--- config.mk ---
export PLATFORM = sky130hd
export DESIGN_NAME = pc_redirect_unit_flat
export DESIGN_NICKNAME = d
export VERILOG_FILES = /design/src/rtl/pc_redirect_unit_pkg.sv /design/src/rtl/pc_redirect_if.sv /design/src/rtl/pc_redirect_unit_pc_adder.sv /design/src/rtl/pc_redirect_unit.sv /design/src/flat_wrapper.sv
export SDC_FILE = /design/constraint.sdc
export NUM_CORES = 1
export LEC_CHECK = 0
export CELL_PAD_IN_SITES_DETAIL_PLACEMENT = 2
export CELL_PAD_IN_SITES_GLOBAL_PLACEMENT = 2
export CORE_MARGIN = 1.5
export CORE_UTILIZATION = 27
export CTS_CLUSTER_DIAMETER = 80
export DETAILED_ROUTE_END_ITERATION = 8
export HOLD_SLACK_MARGIN = 0.08
export PLACE_DENSITY_LB_ADDON = 0.12
export SLEW_MARGIN = 10
export SYNTH_ARGS = -nofsm -noshare
export SYNTH_HDL_FRONTEND = slang
export SYNTH_HIERARCHICAL = 1
export SYNTH_SLANG_ARGS = --single-unit
export TNS_END_PERCENT = 100
--- constraint.sdc ---
create_clock -name CLK -period 2.3 [get_ports CLK]
set_input_delay 0.23 -clock CLK [delete_from_list [all_inputs] [get_ports CLK]]
set_output_delay 0.23 -clock CLK [all_outputs]
set_load 0.05 [all_outputs]
--- src/rtl/pc_redirect_unit_pkg.sv ---
// pc_redirect_unit_pkg: shared FSM encodings and fetch constants for the PC redirect unit
package pc_redirect_unit_pkg;
  localparam logic [0:0] ST_RUN = 1'b0;
  localparam logic [0:0] ST_HOLD = 1'b1;
  localparam logic [31:0] INSTR_BYTES = 32'd4;
  localparam logic [31:0] DEFAULT_RESET_PC = 32'h0000_0000;
endpackage

--- src/rtl/pc_redirect_if.sv ---
// pc_redirect_if: redirect request, stall inputs and fetch/flush outputs of the PC redirect unit
// master drives requests and stalls, slave (the unit) drives PC, fetch enable, flushes and status
interface pc_redirect_if #(parameter int CNT_W = 16);
  logic PC_MUX_CONTROL;
  logic [31:0] BRANCH_OR_JUMP_ADDR;
  logic IMEM_BUSYWAIT;
  logic DMEM_BUSYWAIT;
  logic HAZARD_STALL;
  logic [31:0] PC;
  logic [31:0] PC_PLUS_4;
  logic IMEM_READ;
  logic IF_ID_FLUSH;
  logic ID_EX_FLUSH;
  logic ADDR_MISALIGNED;
  logic [CNT_W-1:0] REDIRECT_COUNT;
  modport master (
    output PC_MUX_CONTROL, BRANCH_OR_JUMP_ADDR, IMEM_BUSYWAIT, DMEM_BUSYWAIT, HAZARD_STALL,
    input PC, PC_PLUS_4, IMEM_READ, IF_ID_FLUSH, ID_EX_FLUSH, ADDR_MISALIGNED, REDIRECT_COUNT
  );
  modport slave (
    input PC_MUX_CONTROL, BRANCH_OR_JUMP_ADDR, IMEM_BUSYWAIT, DMEM_BUSYWAIT, HAZARD_STALL,
    output PC, PC_PLUS_4, IMEM_READ, IF_ID_FLUSH, ID_EX_FLUSH, ADDR_MISALIGNED, REDIRECT_COUNT
  );
endinterface

--- src/rtl/pc_redirect_unit_pc_adder.sv ---
// pc_adder: next sequential fetch address, wraps modulo 2^32
// i_pc: current PC; o_pc_plus_4: i_pc + instruction size
module pc_adder
  import pc_redirect_unit_pkg::*;
(
  input  logic [31:0] i_pc,
  output logic [31:0] o_pc_plus_4
);
  assign o_pc_plus_4 = i_pc + INSTR_BYTES;
endmodule

--- src/rtl/pc_redirect_unit.sv ---
// pc_redirect_unit: owns the fetch PC, applies EX redirects (deferred across memory stalls), flushes IF/ID and ID/EX
// CLK/RESET: clock and sync active-high reset; bus: redirect request, stalls in; PC, fetch enable, flushes, status out
module pc_redirect_unit
  import pc_redirect_unit_pkg::*;
#(
  parameter logic [31:0] RESET_PC = DEFAULT_RESET_PC,
  parameter int CNT_W = 16
) (
  input logic CLK,
  input logic RESET,
  pc_redirect_if.slave bus
);
  logic [0:0] r_state;
  logic [31:0] r_pc;
  logic [31:0] r_pend;
  logic [CNT_W-1:0] r_cnt;
  logic r_mis;
  logic w_stall;
  logic w_apply;
  logic [31:0] w_target;
  logic [31:0] w_pc_plus_4;
  pc_adder u_pc_adder (.i_pc(r_pc), .o_pc_plus_4(w_pc_plus_4));
  assign w_stall = bus.IMEM_BUSYWAIT | bus.DMEM_BUSYWAIT;
  // a live request always beats a deferred one; a stall postpones both
  assign w_apply = ~RESET & ~w_stall & (bus.PC_MUX_CONTROL | (r_state == ST_HOLD));
  assign w_target = bus.PC_MUX_CONTROL ? bus.BRANCH_OR_JUMP_ADDR : r_pend;
  assign bus.PC = r_pc;
  assign bus.PC_PLUS_4 = w_pc_plus_4;
  assign bus.IMEM_READ = ~RESET;
  assign bus.IF_ID_FLUSH = w_apply;
  assign bus.ID_EX_FLUSH = w_apply;
  assign bus.ADDR_MISALIGNED = r_mis;
  assign bus.REDIRECT_COUNT = r_cnt;
  always_ff @(posedge CLK) begin
    if (RESET) begin
      r_state <= ST_RUN;
      r_pc <= RESET_PC;
      r_pend <= '0;
      r_cnt <= '0;
      r_mis <= 1'b0;
    end else begin
      r_state <= w_stall ? (bus.PC_MUX_CONTROL ? ST_HOLD : r_state) : ST_RUN;
      if (w_stall && bus.PC_MUX_CONTROL) r_pend <= bus.BRANCH_OR_JUMP_ADDR;
      // bit0 dropped silently (JALR), bit1 reported as misaligned
      r_pc <= w_apply ? (w_target & 32'hFFFF_FFFC) : (w_stall || bus.HAZARD_STALL) ? r_pc : w_pc_plus_4;
      r_cnt <= r_cnt + CNT_W'(w_apply);
      r_mis <= w_apply & w_target[1];
    end
  end
endmodule

--- src/flat_wrapper.sv ---
// flat-port wrapper written by rule: the top's interface ports become plain ports
module pc_redirect_unit_flat import pc_redirect_unit_pkg::*;
#(
  parameter logic [31:0] RESET_PC = DEFAULT_RESET_PC,
  parameter int CNT_W = 16
)
  (CLK, RESET, bus_PC_MUX_CONTROL, bus_BRANCH_OR_JUMP_ADDR, bus_IMEM_BUSYWAIT, bus_DMEM_BUSYWAIT, bus_HAZARD_STALL, bus_PC, bus_PC_PLUS_4, bus_IMEM_READ, bus_IF_ID_FLUSH, bus_ID_EX_FLUSH, bus_ADDR_MISALIGNED, bus_REDIRECT_COUNT);
  pc_redirect_if #(.CNT_W(CNT_W)) bus_i ();
  input logic CLK;
  input logic RESET;
  input wire logic [$bits(bus_i.PC_MUX_CONTROL)-1:0] bus_PC_MUX_CONTROL;
  input wire logic [$bits(bus_i.BRANCH_OR_JUMP_ADDR)-1:0] bus_BRANCH_OR_JUMP_ADDR;
  input wire logic [$bits(bus_i.IMEM_BUSYWAIT)-1:0] bus_IMEM_BUSYWAIT;
  input wire logic [$bits(bus_i.DMEM_BUSYWAIT)-1:0] bus_DMEM_BUSYWAIT;
  input wire logic [$bits(bus_i.HAZARD_STALL)-1:0] bus_HAZARD_STALL;
  output wire logic [$bits(bus_i.PC)-1:0] bus_PC;
  output wire logic [$bits(bus_i.PC_PLUS_4)-1:0] bus_PC_PLUS_4;
  output wire logic [$bits(bus_i.IMEM_READ)-1:0] bus_IMEM_READ;
  output wire logic [$bits(bus_i.IF_ID_FLUSH)-1:0] bus_IF_ID_FLUSH;
  output wire logic [$bits(bus_i.ID_EX_FLUSH)-1:0] bus_ID_EX_FLUSH;
  output wire logic [$bits(bus_i.ADDR_MISALIGNED)-1:0] bus_ADDR_MISALIGNED;
  output wire logic [$bits(bus_i.REDIRECT_COUNT)-1:0] bus_REDIRECT_COUNT;
  assign bus_i.PC_MUX_CONTROL = bus_PC_MUX_CONTROL;
  assign bus_i.BRANCH_OR_JUMP_ADDR = bus_BRANCH_OR_JUMP_ADDR;
  assign bus_i.IMEM_BUSYWAIT = bus_IMEM_BUSYWAIT;
  assign bus_i.DMEM_BUSYWAIT = bus_DMEM_BUSYWAIT;
  assign bus_i.HAZARD_STALL = bus_HAZARD_STALL;
  assign bus_PC = bus_i.PC;
  assign bus_PC_PLUS_4 = bus_i.PC_PLUS_4;
  assign bus_IMEM_READ = bus_i.IMEM_READ;
  assign bus_IF_ID_FLUSH = bus_i.IF_ID_FLUSH;
  assign bus_ID_EX_FLUSH = bus_i.ID_EX_FLUSH;
  assign bus_ADDR_MISALIGNED = bus_i.ADDR_MISALIGNED;
  assign bus_REDIRECT_COUNT = bus_i.REDIRECT_COUNT;
  pc_redirect_unit #(.RESET_PC(RESET_PC), .CNT_W(CNT_W)) u_core (.CLK(CLK), .RESET(RESET), .bus(bus_i));
endmodule
==> summary.md <==
| Metric | Value |
|---|---|
| Run status | complete, no violations |
| Effective utilization at floorplan | about 28% |
| Worst hold margin | 0.229 ns |
| Post-route cell area | roughly 0.0067 mm² |
| Via count of the routed design | 4090 |
| Type of element launching the critical path | flop |
| Sequential cell area fraction in the yosys report | around two fifths |
| Total internal power | 2.67 mW |
| Post-synth top cells | 81 x dfxtp_1, 76 x nand2_1, 52 x nor2_1, 32 x xnor2_1, 31 x a21oi_1 |
| Layout cells sized above 1 | 28.2% |
| Gate power share | 16.3% |
| Post-synthesis register bit count | 81 |
| Fmax | about 440 MHz |
| Drt first-iter violations | about 180 |
| CP peak stage delay | 0.39 ns |
| Max-slew violation total from the final report | 0 |
| Number of standard cells in the layout, taps in and fillers out | slightly below 800 |
| Minimum clock period after layout | 2.29 ns |
| HPWL after DPL | 10200 µm |
| Clock edge transition at the registers on the reported setup and hold paths | approximately 0.060 ns |
| Vias per cell | around 5.2 |
| Type of the setup path with the least slack | reg -> out |
| Final count of hold timing violations | 0 |
| Final setup violating endpoints | 0 |
| Routed wire length per instance | 19.7 µm |
| Number of synthesis warnings | 6 |
| Crit path arrival time | 2.06 ns |
| Part of the cycle the worst path needs | between 90% and 100% |
| Power per standard cell area | about 550 mW/mm² |
| Setup repair after global routing missed its margin | yes |
| Cell leakage power | about 2.6 nW |
| CTS sink count | between 80 and 90 |
| RD Place Congestion | 0.763 |
| Boundary Pins | between 100 and 150 |
| Fraction of registers with async set or reset after synthesis | 0% |
| Required time reported for the critical path endpoint | between 2 and 2.5 ns |
| Floorplan core area | 0.0145 mm² |
| Worst-case headroom to the max-slew limit | between 30% and 40% |
| Area leader, netlist | dfxtp_1 |
| Instance area after placement | 0.00614 mm² |
| Global-route congestion overflow total | 0 |
| Drc violations | 0 |
| Number of fill cells in the layout | 1571 |
| Setup_tns | 0 ns |
| Area delta synth->final | 65.3% |
| Wire length of the first global-routing pass | between 20000 and 25000 µm |
| Worst slack, placed | -0.0892 ns |
| Most used flip-flop cell after synthesis | dfxtp_1 |
| Maximum fanout count along the critical path | 7 |
| Clock Root Buffer | clkbuf_16 |
| Fin util | ~46% |
| Hold buffer count at cts | 0 |
| Depth of the CTS H-tree | 3 |
| # Max-Cap Violations | 0 |
| Port Buffer Count | 120 |
| Power dissipated by switching net loads | between 0.9 and 1 mW |
| Minimum setup slack in the final design | between 0.007 and 0.008 ns |
| Pre-antenna DRT Iters | 4 |
| Die Footprint | 0.0157 mm² |
| Number of placed cells counting well taps | 755 |
| Mean instance size in the synthesized netlist | around 8.7 µm² |
| CP Capture Type | output pin |
| Vias in the first global route | 4529 |
| Number of unique standard cell types used by synthesis | 36 |
| Part of the power in the clock network | 42.8% |
| Residual antenna-violating net count after detailed routing | 0 |
| Tot Pwr | between 3 and 4 mW |
| Area share of the leading cell type in the synthesized netlist | 40.2% |
| Synthesized netlist net count | a little over 500 |
| Count of standard-cell rows | 44 |
| Area contributors post-synth | dfxtp_1 40%, nand2_1 7.1%, xnor2_1 7.0% |
| EDFF count, synth | 0 |
| Inserted Diodes | 0 |
| Class of the worst hold path | in -> reg |
| Crit-path slowest cell | dfxtp_4 |
| Post-Route WL | between 15000 and 20000 µm |
| Overall global routing resource usage | roughly 20% |
| Switching part of the total | about a quarter |
| Maximum resistive drop on vdd | about 0.00034 V |
| Chip width | roughly 130 µm |
| Portion of total power attributed to sequential cells | approximately two fifths |
| Die height | 125 µm |
| CTS tree | done |
| Number of instances in the synthesized netlist | roughly 460 |
| Final #Nets | approximately 640 |
| Clock skew | 0.00495 ns |
| Slew @ Worst Pin | ~0.9 ns |
| Worst-Skew Late Latency | 0.34 ns |
| Maximum root-to-sink buffer count | 2 |
| Clock buffers created by TritonCTS | 9 |
| Number of antenna violations at the first check in global routing | 0 |
| Maximum number of pins on one net before global-route repair | between 70 and 80 |
| Cell area after synthesis | ~0.0040 mm² |
| Cell with the most instances on the worst path | buf_12 |
| Ordered list of cells on the worst path | nand4_4 -> nor4_4 -> buf_12 -> nand4_1 -> xnor2_4 -> buf_12 |
| Cell with the most instances after synthesis | dfxtp_1 |
[area by class of cell]
cell class	count	area (µm²)	area share, %
clock inverters	1	30.0	0.450
well taps	184	230	3.45
repair buffers	159	1790	26.8
inverters	7	26.3	0.394
flip-flops and latches	81	1680	25.2
multi-input cells	344	2620	39.3
clock buffers	15	289	4.33
[cell usage in the layout, fill, tap and decap left out, types with 2 or more instances in the layout]
cell	synthesis	final
clkdlybuf4s50_1	0	89
nand2_1	76	75
dfxtp_1	81	60
nor2_1	52	51
buf_4	4	36
a21oi_1	31	31
buf_12	0	29
mux2_2	23	23
a222oi_1	23	23
a211oi_1	14	14
nand4_1	14	14
xnor2_1	32	14
dfxtp_4	0	14
mux2i_1	11	11
nand3_1	14	11
xnor2_4	0	11
clkbuf_16	0	10
nor2b_1	10	9
inv_1	7	7
dfxtp_2	0	7
xnor2_2	0	7
nor3_1	7	5
xor2_2	0	5
nor4_1	4	4
clkbuf_1	18	3
nor4_4	3	3
xor2_1	8	3
clkbuf_8	0	2
buf_2	9	2
nor3_4	0	2
nor3_2	2	2
and2_1	2	2
ha_1	3	2
nand3_4	0	2
nand3_2	1	2
and3_1	2	2
buf_6	0	2
[power by group through the flow]
stage | Sequential (mW) | Clock, mW | Combinational [mW]
after floorplan | 1.56 | 0 | 0.275
after global placement | 1.51 | 0 | 0.568
after detailed placement | 1.52 | 0 | 0.580
after CTS | 1.49 | 1.61 | 0.596
after global routing | 1.49 | 1.67 | 0.628
final | 1.49 | 1.56 | 0.592
[repair_timing]
| item | 4_1_cts | 5_1_grt |
|---|---|---|
| resized for setup | 8 | 5 |
| pin swaps | 10 | 8 |
| hold endpoints to repair | 0 | 0 |
| buffers inserted | 12 | 8 |
| setup endpoints to repair | 15 | 17 |
[critical path, delay by kind of cell (launching register included)]
family                 cells  cell delay (ns)
AND/OR/NAND/NOR            3             0.73
flip-flops                 1             0.39
XOR/XNOR                   1             0.27
buffers and inverters      2             0.32
[kinds of logic (layout without fill, tap and decap cells)]
kind of cell,count (synthesis),count (layout),synth area share (%)
buffers and inverters,39,182,4.28
AO/OA/AOI/OAI,72,72,13.1
flip-flops,81,81,40.2
adder cells (fa/ha/maj),3,3,0.931
multiplexers,35,35,9.43
XOR/XNOR,40,40,8.69
AND/OR/NAND/NOR,194,194,23.4
[final timing paths]
| path | start | endpoint | slack (ns) | depth (start not counted) |
|---|---|---|---|---|
| worst max-delay path | u_core/bus.PC[11] | bus_PC_PLUS_4[24] | 0.008 | 6 |
| worst min-delay path | RESET | u_core/bus.PC[1] | 0.23 | 4 |
| worst max register to register | u_core/bus.PC[11] | u_core/bus.PC[21] | 0.21 | 9 |
| worst min register to register | u_core/r_pend[24] | u_core/r_pend[24] | 0.46 | 2 |
[state kept, by name, summed over array words and instances, names as in the netlist]
register                    flops
u_core/bus.PC                  32
u_core/r_state                  1
u_core/r_pend                  31
u_core/bus.REDIRECT_COUNT      16
u_core/bus.ADDR_MISALIGNED      1
[routing by layer]
metal | track usage, % | vias up | wire length, µm
met1 | 24.1 | 2075 | 6760
met5 | 0 | - | 0
li1 | - | 1915 | -
met2 | 36.2 | 86 | 8050
met3 | 3.34 | 14 | 550
met4 | 6.95 | 0 | 260
Power figures use the tool's default switching activity.
